**src/rtl/logic_seq_pkg.sv**
```systemverilog
// ---------------------------------------------------------------------------
// logic_seq_pkg
// Shared types for the logic operation sequencer.
//   op_t    : 3-bit operation index shown on oOP and the seven-segment digit
//   state_t : stepping mode of the sequencer FSM (manual key / timed auto)
//   evalOp  : one-bit evaluation of an operation on two operand bits
// ---------------------------------------------------------------------------
package logic_seq_pkg;

    typedef enum logic [2:0] {
        OP_PASS_A = 3'd0,
        OP_NOT_A  = 3'd1,
        OP_AND    = 3'd2,
        OP_OR     = 3'd3,
        OP_XOR    = 3'd4,
        OP_NAND   = 3'd5,
        OP_NOR    = 3'd6,
        OP_XNOR   = 3'd7
    } op_t;

    typedef enum logic {
        S_MANUAL = 1'b0,
        S_AUTO   = 1'b1
    } state_t;

    function automatic logic evalOp(input op_t op, input logic a, input logic b);
        logic r;
        case (op)
            OP_PASS_A: r = a;
            OP_NOT_A:  r = ~a;
            OP_AND:    r = a & b;
            OP_OR:     r = a | b;
            OP_XOR:    r = a ^ b;
            OP_NAND:   r = ~(a & b);
            OP_NOR:    r = ~(a | b);
            OP_XNOR:   r = ~(a ^ b);
            default:   r = 1'b0;
        endcase
        return r;
    endfunction

endpackage

```
**src/rtl/key_debounce.sv**
```systemverilog
// ---------------------------------------------------------------------------
// key_debounce
// Debounces an already-synchronized active-low pushbutton and produces a
// one-cycle pulse on each accepted press (debounced 1->0). Release gives no
// pulse.
// Ports:
//   clk_i    : system clock
//   rst_i    : asynchronous active-high reset
//   keyN_i   : synchronized key level, 0 = pressed
//   level_o  : debounced key level, 1 = released (reset value)
//   press_o  : one-cycle pulse when the debounced level falls
// ---------------------------------------------------------------------------
module key_debounce
    import logic_seq_pkg::*;
#(
    parameter int DEBOUNCE_CYC = 500000
) (
    input  logic clk_i,
    input  logic rst_i,
    input  logic keyN_i,
    output logic level_o,
    output logic press_o
);

    localparam int CW      = $clog2(DEBOUNCE_CYC + 1);
    // Two extra cycles cover the synchronizer flops, which reset to the
    // released level and would otherwise fake a release after reset.
    localparam int ARM_CYC = DEBOUNCE_CYC + 2;
    localparam int AW      = $clog2(ARM_CYC + 1);
    localparam logic [CW-1:0] CNT_LAST = CW'(DEBOUNCE_CYC - 1);
    localparam logic [AW-1:0] ARM_LAST = AW'(ARM_CYC - 1);

    logic          level_q, level_d;
    logic [CW-1:0] cnt_q, cnt_d;
    logic          press_q, press_d;
    logic          armed_q, armed_d;
    logic [AW-1:0] armCnt_q, armCnt_d;

    always_ff @(posedge clk_i or posedge rst_i) begin
        if (rst_i) begin
            level_q  <= 1'b1;
            cnt_q    <= '0;
            press_q  <= 1'b0;
            armed_q  <= 1'b0;
            armCnt_q <= '0;
        end else begin
            level_q  <= level_d;
            cnt_q    <= cnt_d;
            press_q  <= press_d;
            armed_q  <= armed_d;
            armCnt_q <= armCnt_d;
        end
    end

    // The level only follows the input after DEBOUNCE_CYC consecutive
    // differing samples; any agreeing sample restarts the count. Presses are
    // ignored until the key has been seen released after reset, so a key
    // held through reset never produces a press.
    always_comb begin
        level_d  = level_q;
        cnt_d    = '0;
        armed_d  = armed_q;
        armCnt_d = armCnt_q;

        if (keyN_i != level_q) begin
            if (cnt_q == CNT_LAST) begin
                level_d = keyN_i;
            end else begin
                cnt_d = cnt_q + CW'(1);
            end
        end

        if (!armed_q) begin
            if (keyN_i) begin
                if (armCnt_q == ARM_LAST) begin
                    armed_d = 1'b1;
                end else begin
                    armCnt_d = armCnt_q + AW'(1);
                end
            end else begin
                armCnt_d = '0;
            end
        end

        press_d = armed_q & level_q & ~level_d;
    end

    assign level_o = level_q;
    assign press_o = press_q;

endmodule

```
**src/rtl/logic_op_sequencer.sv**
```systemverilog
// ---------------------------------------------------------------------------
// logic_op_sequencer
// Steps through eight one-bit logic operations, either on a debounced key
// press (manual) or on a fixed-period tick (auto), and shows the registered
// result of the current operation on the operand switches.
// Ports:
//   iCLK_50  : system clock (only clock)
//   iRST     : asynchronous active-high reset
//   iSTEP_N  : raw active-low step pushbutton
//   iAUTO    : raw switch, 1 requests auto stepping
//   iCLR     : raw switch, 1 holds the op index at 0
//   iA, iB   : raw operand switches
//   oOP      : current operation index
//   oRESULT  : registered result of oOP applied to the operands
//   oSTEP    : one-cycle pulse on every op advance
//   oAUTO    : 1 while in auto mode
//   oHEX_D   : active-low seven-segment digit of oOP (bit 6 = g .. bit 0 = a)
// ---------------------------------------------------------------------------
module logic_op_sequencer
    import logic_seq_pkg::*;
#(
    parameter int DEBOUNCE_CYC = 500000,
    parameter int STEP_DIV     = 50000000
) (
    input  logic       iCLK_50,
    input  logic       iRST,
    input  logic       iSTEP_N,
    input  logic       iAUTO,
    input  logic       iCLR,
    input  logic       iA,
    input  logic       iB,
    output logic [2:0] oOP,
    output logic       oRESULT,
    output logic       oSTEP,
    output logic       oAUTO,
    output logic [6:0] oHEX_D
);

    localparam int PW = $clog2(STEP_DIV + 1);
    localparam logic [PW-1:0] PRESC_LAST = PW'(STEP_DIV - 1);

    // Synchronizer bit positions; the key idles high so its flops reset to 1.
    localparam int SYN_KEY  = 0;
    localparam int SYN_AUTO = 1;
    localparam int SYN_CLR  = 2;
    localparam int SYN_A    = 3;
    localparam int SYN_B    = 4;
    localparam logic [4:0] SYNC_RST = 5'b00001;

    logic [4:0]    rawIn;
    logic [4:0]    sync1_q, sync2_q;
    logic          keyLevel, keyPress, keyReq;
    state_t        state_q, state_d;
    logic [PW-1:0] presc_q, presc_d;
    op_t           op_q, op_d;
    logic          step_q, step_d;
    logic          result_q, result_d;
    logic          tickReq;
    logic          advance;
    logic [6:0]    hexSeg;

    assign rawIn = {iB, iA, iCLR, iAUTO, iSTEP_N};

    // Two-flop synchronizers for every asynchronous switch and the key.
    always_ff @(posedge iCLK_50 or posedge iRST) begin
        if (iRST) begin
            sync1_q <= SYNC_RST;
            sync2_q <= SYNC_RST;
        end else begin
            sync1_q <= rawIn;
            sync2_q <= sync1_q;
        end
    end

    key_debounce #(
        .DEBOUNCE_CYC(DEBOUNCE_CYC)
    ) u_keyDebounce (
        .clk_i   (iCLK_50),
        .rst_i   (iRST),
        .keyN_i  (sync2_q[SYN_KEY]),
        .level_o (keyLevel),
        .press_o (keyPress)
    );

    // A press is only honoured while the debounced level agrees the key is down.
    assign keyReq = keyPress & ~keyLevel;

    always_ff @(posedge iCLK_50 or posedge iRST) begin
        if (iRST) begin
            state_q  <= S_MANUAL;
            presc_q  <= '0;
            op_q     <= OP_PASS_A;
            step_q   <= 1'b0;
            result_q <= 1'b0;
        end else begin
            state_q  <= state_d;
            presc_q  <= presc_d;
            op_q     <= op_d;
            step_q   <= step_d;
            result_q <= result_d;
        end
    end

    // Mode FSM, prescaler and op advance. The prescaler sits at 0 in manual
    // mode, so auto mode always starts a full period after entry. A key press
    // landing on the tick cycle merges into a single advance; the prescaler
    // wraps to 0 on that same cycle, keeping the next tick a full period away.
    // Clear wins over any advance and swallows its step pulse.
    always_comb begin
        state_d  = state_q;
        presc_d  = '0;
        tickReq  = 1'b0;
        op_d     = op_q;
        step_d   = 1'b0;

        case (state_q)
            S_MANUAL: if (sync2_q[SYN_AUTO])  state_d = S_AUTO;
            S_AUTO:   if (!sync2_q[SYN_AUTO]) state_d = S_MANUAL;
            default:  state_d = S_MANUAL;
        endcase

        if (state_q == S_AUTO) begin
            if (presc_q == PRESC_LAST) begin
                tickReq = 1'b1;
            end else begin
                presc_d = presc_q + PW'(1);
            end
        end

        advance = keyReq | tickReq;

        if (sync2_q[SYN_CLR]) begin
            op_d = OP_PASS_A;
        end else if (advance) begin
            op_d   = op_t'(op_q + 3'd1);
            step_d = 1'b1;
        end

        result_d = evalOp(op_q, sync2_q[SYN_A], sync2_q[SYN_B]);
    end

    // Active-low segments, bit order g f e d c b a.
    always_comb begin
        case (op_q)
            3'd0:    hexSeg = 7'b1000000;
            3'd1:    hexSeg = 7'b1111001;
            3'd2:    hexSeg = 7'b0100100;
            3'd3:    hexSeg = 7'b0110000;
            3'd4:    hexSeg = 7'b0011001;
            3'd5:    hexSeg = 7'b0010010;
            3'd6:    hexSeg = 7'b0000010;
            3'd7:    hexSeg = 7'b1111000;
            default: hexSeg = 7'b1111111;
        endcase
    end

    assign oOP     = op_q;
    assign oRESULT = result_q;
    assign oSTEP   = step_q;
    assign oAUTO   = (state_q == S_AUTO);
    assign oHEX_D  = hexSeg;

endmodule

```
**config.mk**
```make
export PLATFORM = sky130hd
export DESIGN_NAME = logic_op_sequencer
export DESIGN_NICKNAME = d
export VERILOG_FILES = /design/src/rtl/logic_seq_pkg.sv /design/src/rtl/key_debounce.sv /design/src/rtl/logic_op_sequencer.sv
export SDC_FILE = /design/constraint.sdc
export NUM_CORES = 1
export LEC_CHECK = 0
export BUFFER_PORTS_ARGS = -buffer_cell sky130_fd_sc_hd__buf_2
export CELL_PAD_IN_SITES_DETAIL_PLACEMENT = 1
export CELL_PAD_IN_SITES_GLOBAL_PLACEMENT = 1
export CORE_ASPECT_RATIO = 0.9
export CORE_MARGIN = 5
export CORE_UTILIZATION = 45
export CTS_BUF_LIST = sky130_fd_sc_hd__clkbuf_2
export DETAILED_ROUTE_END_ITERATION = 6
export PLACE_DENSITY_LB_ADDON = 0.08
export SYNTH_ARGS = -nofsm -noshare
export SYNTH_HDL_FRONTEND = slang
export SYNTH_SLANG_ARGS = --single-unit
export TNS_END_PERCENT = 20
```
**constraint.sdc**
```tcl
create_clock -name iCLK_50 -period 7.6 [get_ports iCLK_50]
set_clock_uncertainty 0.05 [all_clocks]
set_input_delay 1.52 -clock iCLK_50 [delete_from_list [all_inputs] [get_ports iCLK_50]]
set_output_delay 1.52 -clock iCLK_50 [all_outputs]
set_load 0.01 [all_outputs]
```
==> impl_metrics.tcl, run 1 <==
set metrics [dict create \
    first_pass_iters 4 \
    drive_gt1_frac 0.112 \
    regToRegEndpoint "u_keyDebounce.armCnt_q[0]$_DFFE_PP0P_" \
    cts-resized-gates 0 \
    start_kind "register" \
    clockBufferDepth 2 \
    yosysUniqueCellTypes 56 \
    drc 0 \
    grt_pass1_vias 3637 \
    track_usage 0.177 \
    cts-buffers-inserted 9 \
    synth_mux_area_frac 0.0220 \
    synth_area_um2 4330 \
    crit_end "oHEX_D[3]" \
    wl_per_cell_um 15.9 \
    vias 3425 \
    cp_slowest_cell "dfrtp_1" \
    syn-instance-count 453 \
    postRouteAntennaNets 0 \
    vias_per_cell 5.72 \
    max_slew.worst_pin.slew_ns 1.04 \
    cts_root_buf "clkbuf_2" \
    synth_xor_area_frac 0.0486 \
    report.final.slew_viol_count 0 \
    synthFlopType "dfrtp_1" \
    finalCriticalPeriod_ns 3.45 \
    r2r.worst_path.cells 6 \
    holdBufCountCts 0 \
    max-cap-violations 0 \
    cts-htree-levels 3 \
    antenna_found_initial 0 \
    max_freq_ghz 0.290 \
    grt_pass1_wl_um 17000 \
    async_flop_share 1.00 \
    synth_nets 472 \
    nNetsFinal 488 \
    crit_chain "inv_1, ha_1, and2_1, a21oi_1, buf_2" \
    coreArea_um2 9530 \
    die_w_um 113 \
    dp_hpwl_um 6490 \
    finalSetupViolCount 0 \
    worstPathMaxFanout 6 \
    crit_start "oOP[0]$_DFFE_PP0P_" \
    routed_wl_um 9510 \
    clk_latency_ns 0.52 \
    r2r_start "u_keyDebounce.armCnt_q[1]$_DFFE_PP0P_" \
    yosys.area_share.simple 0.254 \
    leakagePower_uw 0.00190 \
    hold_viol_final 0 \
    arrival_ns 1.88 \
    syn_to_final_growth_pct 6.51 \
    portBuffers 19 \
    synth_edf_count 0 \
    crit_type "reg -> out" \
    clock-sinks 83 \
    chipHeight_um 103 \
    ys_ff_latch 83 \
    grt_max_degree 84 \
    r2r_slack_ns 5.33 \
    clkSlewWorstSetupHoldPaths_ns 0.24 \
    cellPowerDensity_nw_per_um2 148 \
    hold_path.class "reg -> reg" \
    status "finished, final reports clean" \
    place_congestion 0.780 \
    antennaDiodeCount 0 \
    cts_tree "yes" \
    ios 20 \
    synth_compound_area_frac 0.123 \
    fp.dieArea_um2 11700 \
    power.total_uw 680 \
    ys_warn_count 0 \
    crit_required_ns 6.03 \
    placementRows 34 \
    slowest_delay_ns 0.49 \
    grt_overflow 0 \
    min_period_over_period 0.454 \
    crit_cells 5 \
    synth_adder_area_share 0.0347 \
    setup-tns-final_ns 0 \
    ir_drop_uv 81.2 \
    synth_top_family_by_area "simple AND/OR/NAND/NOR gates" \
    postCtsSetupBuffers 0 \
    drtIter0Drc 151 \
    relSlewSlack 0.308 \
    cp-end-kind "output pin" \
    synth.yosys.seq_area_share 0.481 \
    rsz0062_at_grt "false" \
    synth_area_per_cell_um2 9.55 \
    cpLargestDelayFamily "flip-flops" \
    start_util 0.454 \
    crit_buf_inv 2 \
]
## per-stage QoR
| stage | std cells | area [µm²] | hold WS (ns) | setup slack (ns) | utilization |
|---|---|---|---|---|---|
| after floorplan | 453 | 4330 | 0.281 | 3.90 | - |
| after global placement | 584 | 4520 | 0.285 | 4.78 | 0.475 |
| after detailed placement | 584 | 4520 | 0.287 | 4.72 | 0.475 |
| after CTS | 599 | 4610 | 0.319 | 4.10 | 0.483 |
| after global routing | 599 | 4610 | 0.294 | 3.98 | 0.483 |
| final | 599 | 4610 | 0.312 | 4.15 | 0.483 |
## registers in the layout (all words and copies together) (netlist names)
| signal | count |
|---|---|
| oAUTO | 1 |
| oOP | 3 |
| oRESULT | 1 |
| oSTEP | 1 |
| presc_q | 26 |
| sync1_q | 5 |
| sync2_q | 5 |
| u_keyDebounce.armCnt_q | 19 |
| u_keyDebounce.armed_q | 1 |
| u_keyDebounce.cnt_q | 19 |
| u_keyDebounce.level_o | 1 |
| u_keyDebounce.press_o | 1 |
## layout make-up
class,instances,area [µm²]
fill,1129,4920
clock buffer,11,55.1
sequential,83,2080
multi-input combinational,333,2090
inverter,20,76.3
timing repair buffer,22,118
clock inverter,4,27.5
tap,126,158
## worst min-delay path by stage
stage | depth (start not counted) | to | startpoint
floorplan | 0 | oAUTO$_DFF_PP0_ | sync2_q[1]$_DFF_PP0_
global placement | 0 | sync2_q[4]$_DFF_PP0_ | sync1_q[4]$_DFF_PP0_
detailed placement | 0 | oAUTO$_DFF_PP0_ | sync2_q[1]$_DFF_PP0_
CTS | 0 | oAUTO$_DFF_PP0_ | sync2_q[1]$_DFF_PP0_
global route | 0 | sync2_q[0]$_DFF_PP1_ | sync1_q[0]$_DFF_PP1_
finish | 0 | oAUTO$_DFF_PP0_ | sync2_q[1]$_DFF_PP0_
## cells by family after synthesis
kind of cell	count (synthesis)
compound gates	84
buf+inv	37
mux	9
simple gates	204
xor+xnor	24
fa+ha+maj	12
flops	83
## placed cells by master (no fill, tap or decap), drive strengths merged, types with 8 or more instances in the layout
master   n
a21oi   25
and2    10
buf     22
clkbuf  11
dfrtp   80
ha      12
inv     20
nand2   40
nand3   18
nand4   18
nor2    45
nor3    11
nor4    11
o21ai   23
o31ai    9
or3     14
or4      8
xnor2   16
xor2     8
## synthesized netlist by cell type (4+ instances only)
master	n	area share
xor2_1	8	0.016
and4_1	6	0.012
a21oi_1	25	0.029
or4_1	7	0.012
nor2_1	45	0.039
nor4_1	10	0.014
buf_2	5	0.0058
and3_1	7	0.010
mux2_2	4	0.010
nand4_1	17	0.025
nand3_1	18	0.021
or3_1	13	0.019
ha_1	12	0.035
o21ai_0	22	0.025
dfrtp_1	80	0.46
clkbuf_1	9	0.0078
a31oi_1	5	0.0072
mux2i_1	5	0.012
nand2_1	40	0.035
and2_1	10	0.014
xnor2_1	16	0.032
nor3_1	11	0.013
inv_1	20	0.017
o31ai_1	9	0.016
## per-layer routing
layer  track usage  up-vias  wire length, µm
met5             0        -                0
met4        0.0481        0               95
met2         0.302       25             4570
met1         0.232     1718             4620
met3        0.0329       11              214
li1              -     1671                -
## where the power goes
part	switching [µW]	total (µW)	internal [µW]
Sequential	7.53	457	450
Clock	148	193	44.1
Combinational	21.0	30.3	9.25
Total	177	680	503
Note: power is estimated with default switching activity, not from simulation.
==> inputs of run 2 (changes only) <==
--- a/config.mk
+++ b/config.mk
@@ -5,12 +5,13 @@
 export SDC_FILE = /design/constraint.sdc
 export NUM_CORES = 1
 export LEC_CHECK = 0
+export ABC_AREA = 1
 export BUFFER_PORTS_ARGS = -buffer_cell sky130_fd_sc_hd__buf_2
 export CELL_PAD_IN_SITES_DETAIL_PLACEMENT = 1
 export CELL_PAD_IN_SITES_GLOBAL_PLACEMENT = 1
 export CORE_ASPECT_RATIO = 0.9
 export CORE_MARGIN = 5
-export CORE_UTILIZATION = 45
+export CORE_UTILIZATION = 43
 export CTS_BUF_LIST = sky130_fd_sc_hd__clkbuf_2
 export DETAILED_ROUTE_END_ITERATION = 6
 export PLACE_DENSITY_LB_ADDON = 0.08
==> constraint.sdc (replaced) <==
create_clock -name iCLK_50 -period 3 [get_ports iCLK_50]
set_clock_uncertainty 0.05 [all_clocks]
set_input_delay 0.6 -clock iCLK_50 [delete_from_list [all_inputs] [get_ports iCLK_50]]
set_output_delay 0.6 -clock iCLK_50 [all_outputs]
set_load 0.01 [all_outputs]
==> run 2 against run 1 <==
  * Worst setup slack worse by 3.6 ns
  * Largest power group unchanged
  * Sequential power rose to 2.5 times the previous value
  * Synthesized cell count up 35%
==> impl_metrics.tcl, run 2 <==
set metrics [dict create \
    die_w_um 120 \
    cts-buffers-inserted 9 \
    nNetsFinal 662 \
    clock-sinks 83 \
    drtIter0Drc 188 \
    crit_required_ns 2.35 \
    dp_hpwl_um 8390 \
    dp.cells 759 \
    coreArea_um2 10700 \
    cellPowerDensity_nw_per_um2 361 \
    portBuffers 19 \
    clkSlewWorstSetupHoldPaths_ns 0.22 \
    chipHeight_um 109 \
    antennaDiodeCount 0 \
    ios 20 \
    status "finished, final reports clean" \
    synth.yosys.seq_area_share 0.446 \
    cts-htree-levels 3 \
    finalSetupViolCount 0 \
    routed_wl_um 11200 \
    synth_most_common_cell "nand2_1" \
    cp-end-kind "output pin" \
    pre_cts_slack_ns 1.04 \
    reg_top3 "presc_q x26, u_keyDebounce.armCnt_q x19, u_keyDebounce.cnt_q x19" \
    synthFlopType "dfrtp_1" \
    largest_register_ff_count 26 \
    layout_commonest_cell "nand2_1" \
    hold_viol_final 0 \
    grt_overflow 0 \
    worst_slack_ns 0.510 \
    clockBufferDepth 2 \
    drive_gt1_frac 0.110 \
    vias 3941 \
    rsz0062_at_grt "false" \
    cts_tree "yes" \
    clk_latency_ns 0.59 \
    mostFrequentLayoutCells "nand2_1, nor2_1, dfrtp_1, inv_1, nand3_1" \
    drc 0 \
    max-cap-violations 0 \
    yosysTopAreaCell "dfrtp_1" \
    hold_path.class "reg -> reg" \
    arrival_ns 1.84 \
    place_congestion 0.818 \
    cts_root_buf "clkbuf_2" \
    ys_warn_count 0 \
    max_slew.worst_pin.slew_ns 0.597 \
    r2r_slack_ns 1.01 \
    start_util 0.436 \
    ir_drop_uv 286 \
    power.total_uw 1830 \
    fp.dieArea_um2 13000 \
    wl_per_cell_um 14.3 \
    top_register "presc_q" \
    max_freq_ghz 0.402 \
    report.final.slew_viol_count 0 \
    cts-resized-gates 0 \
    min_period_over_period 0.830 \
    ys_ff_latch 83 \
    grt_pass1_wl_um 19400 \
    first_pass_iters 4 \
    start_kind "register" \
    synth_common_cells "nand2_1, nor2_1, dfrtp_1" \
    syn_to_final_growth_pct 8.65 \
    synth_edf_count 0 \
    placementRows 36 \
    grt_pass1_vias 4103 \
    stdcell_count 781 \
    synth_area_um2 4670 \
    ys_top_cells_by_area "dfrtp_1, nand2_1, nor2_1" \
    syn-instance-count 611 \
    postRouteAntennaNets 0 \
    setup-tns-final_ns 0 \
    leakagePower_uw 0.00231 \
    async_flop_share 1.00 \
    track_usage 0.185 \
    yosysUniqueCellTypes 39 \
    synth_area_per_cell_um2 7.64 \
    worstPathMaxFanout 6 \
    synth_top_cell_area_share 0.429 \
    synth_nets 630 \
    grt_max_degree 56 \
    crit_type "reg -> out" \
    vias_per_cell 5.05 \
    finalCriticalPeriod_ns 2.49 \
    relSlewSlack 0.599 \
    antenna_found_initial 0 \
]
==> run 2: worst paths after layout <==
check / start / to / cells past startpoint
worst max-delay path: oOP[0]$_DFFE_PP0P_ / oHEX_D[3] / 4
worst min-delay path: sync1_q[0]$_DFF_PP1_ / sync2_q[0]$_DFF_PP1_ / 0
worst max register to register: u_keyDebounce.armCnt_q[1]$_DFFE_PP0P_ / u_keyDebounce.armCnt_q[2]$_DFFE_PP0P_ / 8
worst min register to register: sync1_q[0]$_DFF_PP1_ / sync2_q[0]$_DFF_PP1_ / 0
max in group asynchronous: iRST / sync1_q[0]$_DFF_PP1_ / 4
min in group asynchronous: iRST / presc_q[11]$_DFF_PP0_ / 3
==> run 2: kinds of logic (layout without fill, tap and decap cells) <==
group,Yosys count,after routing,synth area share
AOI/OAI and AO/OA,43,43,0.0579
xor gates and xnor gates,26,26,0.0504
adders and majority gates,12,12,0.0322
buffers and inverters,83,120,0.0718
DFF,83,83,0.446
and+or+nand+nor,364,364,0.342
==> run 2: where the power goes <==
part           switching [µW]  total [µW]  internal (µW)
logic                    61.1        89.6           28.5
clock network             404         585            182
registers                16.0        1160           1140
==> run 2: critical path, stage by stage (launching register included) <==
cell and delay, ns:
dfrtp_1 0.49, inv_1 0.11, ha_1 0.34, o21ai_0 0.18
buf_2 0.15
==> run 2: routing by layer <==
layer  vias up  part of all wire  track usage
met5         -                 0            0
met4         0            0.0097       0.0515
met3         9             0.024       0.0503
met2        28              0.48        0.319
met1      1913              0.49        0.232
li1       1991                 -            -
==> run 2: area by class of cell <==
| cell class | instances | area (µm²) |
|---|---|---|
| tap | 133 | 166 |
| inverter | 78 | 294 |
| sequential | 83 | 2080 |
| multi-input combinational | 445 | 2250 |
| clock inverter | 7 | 58.8 |
| timing repair buffer | 26 | 175 |
| clock buffer | 9 | 45.0 |
| fill | 1389 | 5650 |
==> run 2: what timing repair did <==
item,4_1_cts,5_1_grt
hold endpoints to repair,31,2
hold buffers,4,2
buffers inserted,0,0
==> run 2: through the flow <==
step | hold WS (ns) | area [µm²] | utilization
global placement | 0.281 | 4910 | 0.458
floorplan | 0.281 | 4670 | -
CTS | 0.00238 | 5050 | 0.471
global route | 0.328 | 5070 | 0.473
detailed placement | 0.286 | 4910 | 0.458
finish | 0.321 | 5070 | 0.473
==> inputs of run 3 (changes only) <==
==> constraint.sdc (replaced) <==
create_clock -name iCLK_50 -period 2.2 [get_ports iCLK_50]
set_clock_uncertainty 0.05 [all_clocks]
set_input_delay 0.44 -clock iCLK_50 [delete_from_list [all_inputs] [get_ports iCLK_50]]
set_output_delay 0.44 -clock iCLK_50 [all_outputs]
set_load 0.01 [all_outputs]
==> run 3 against run 2 <==
  * Die area unchanged
  * Register-to-register slack got worse by 0.76 ns
  * Worst setup slack got worse by 0.50 ns
  * First-iteration DRC count decreased by 20%
  * Non-clock buffer count increased by 13
  * Utilization increased by 2.2 points
  * Clock power increased by 59%
  * Critical path type unchanged
==> impl_metrics.tcl, run 3 (synthesized netlist as in run 2, its figures left out) <==
set metrics [dict create \
    rsz0062_at_grt "true" \
    r2r_slack_ns 0.25 \
    drtIter0Drc 151 \
    use_met2 0.350 \
    mostFrequentLayoutCells "nand2_1, nor2_1, dfrtp_1, inv_1, nand3_1" \
    dp_hpwl_um 8370 \
    whs_ns 0.286 \
    finalCriticalPeriod_ns 2.19 \
    place_congestion 0.813 \
    grt.busiest_layer "met2" \
    hold_viol_final 0 \
    crit_required_ns 1.71 \
    r2r.worst_path.cells 8 \
    slowest_delay_ns 0.52 \
    max-cap-violations 0 \
    antennaDiodeCount 0 \
    placementRows 36 \
    max_freq_ghz 0.457 \
    cellPowerDensity_nw_per_um2 496 \
    clockBufferDepth 2 \
    vias_per_cell 5.06 \
    report.final.slew_viol_count 0 \
    cp-end-kind "output pin" \
    hold_path.class "in -> async" \
    grt_overflow 0 \
    drc 0 \
    grt_pass1_wl_um 20100 \
    routed_wl_um 11700 \
    nNetsFinal 675 \
    max_slew.worst_pin.slew_ns 0.552 \
    arrival_ns 1.70 \
    reg_top3 "presc_q x26, u_keyDebounce.armCnt_q x19, u_keyDebounce.cnt_q x19" \
    r2r_start "u_keyDebounce.armCnt_q[1]$_DFFE_PP0P_" \
    drive_gt1_frac 0.157 \
    antenna_found_initial 0 \
    fp.dieArea_um2 13000 \
    coreArea_um2 10700 \
    chipHeight_um 109 \
    grt_pass1_vias 4360 \
    crit_start "oOP[0]$_DFFE_PP0P_" \
    regToRegEndpoint "u_keyDebounce.armCnt_q[8]$_DFFE_PP0P_" \
    status "finished, final reports clean" \
    portBuffers 19 \
    cts_root_buf "clkbuf_2" \
    start_kind "register" \
    start_util 0.436 \
    clk_latency_ns 0.61 \
    leakagePower_uw 0.00239 \
    layout_commonest_cell "nand2_1" \
    die_w_um 120 \
    cp_slowest_cell "dfrtp_2" \
    cts-buffers-inserted 9 \
    post-route-util 0.496 \
    syn_to_final_growth_pct 13.8 \
    clkSlewWorstSetupHoldPaths_ns 0.25 \
    min_period_over_period 0.995 \
    top_register "presc_q" \
    cts-htree-levels 3 \
    postRouteAntennaNets 0 \
    vias 4017 \
    relSlewSlack 0.629 \
    finalSetupViolCount 0 \
    largest_register_ff_count 26 \
    worstPathMaxFanout 4 \
    use_met1 0.232 \
    wl_per_cell_um 14.7 \
    first_pass_iters 4 \
    crit_type "reg -> out" \
    ios 20 \
    track_usage 0.194 \
    grt_max_degree 71 \
    ir_drop_uv 384 \
    clock-sinks 83 \
    cts_tree "yes" \
    crit_chain "inv_4, ha_4, o21ai_2, buf_2" \
    gr-usage-met3 0.0420 \
]
[run 3: changes by cell type in the layout (fill, tap and decap cells not counted), sizes merged]
cell / previous run / this run
buf: 20 / 33
clkinv: 8 / 2
clkinvlp: 0 / 3
clkbuf: 9 / 11
bufinv: 1 / 2
[run 3: routing by layer]
metal,vias to the layer above,part of all wire
li1,2013,-
met1,1961,0.47
met2,30,0.50
met3,13,0.023
met4,0,0.013
met5,-,0
[run 3: timing repair]
action,4_1_cts,5_1_grt
gates resized for setup,18,14
endpoints found under the hold margin,18,0
pin swaps,4,5
buffers inserted,7,6
hold buffers,6,0
setup endpoints to repair,7,7
[run 3: critical path: cells and delay by family, from the launching register on]
kind                       cells  cell delay, ns
AOI/OAI and AO/OA              1            0.10
adders and majority gates      1            0.22
buffers and inverters          2            0.25
DFF                            1            0.52
[run 3: cell type report]
class                   instances  area, µm²
flip-flops and latches         83       2080
well taps                     133        166
repair buffers                 39        297
inverters                      78        299
fillers                      1363       5410
multi-input cells             445       2330
clock inverters                 5       78.8
clock buffers                  11       55.1
[run 3: power breakdown]
group / internal, µW / switching [µW] / leakage [µW]
clock network: 380 / 553 / 0.0000758
logic: 39.3 / 85.3 / 0.00120
registers: 1550 / 22.1 / 0.00112
total: 1970 / 660 / 0.00239
[run 3: worst max-delay path by stage]
stage	cells past startpoint	endpoint
3_5_place_dp	8	u_keyDebounce.armCnt_q[8]$_DFFE_PP0P_
4_1_cts	5	oHEX_D[1]
6_report	4	oHEX_D[3]
3_3_place_gp	8	u_keyDebounce.armCnt_q[0]$_DFFE_PP0P_
5_1_grt	5	oHEX_D[3]
2_1_floorplan	3	oHEX_D[3]
[run 3: stage by stage]
stage          setup TNS, ns  setup WS [ns]  total power [µW]  area (µm²)  std cells
2_1_floorplan              0          0.553              1680        4670        611
3_3_place_gp               0          0.350              1710        4910        759
3_5_place_dp               0          0.246              1720        4910        759
4_1_cts               -0.337        -0.0619              2690        5230        788
5_1_grt               -0.590        -0.0985              2760        5310        794
6_report                   0         0.0108              2630        5310        794
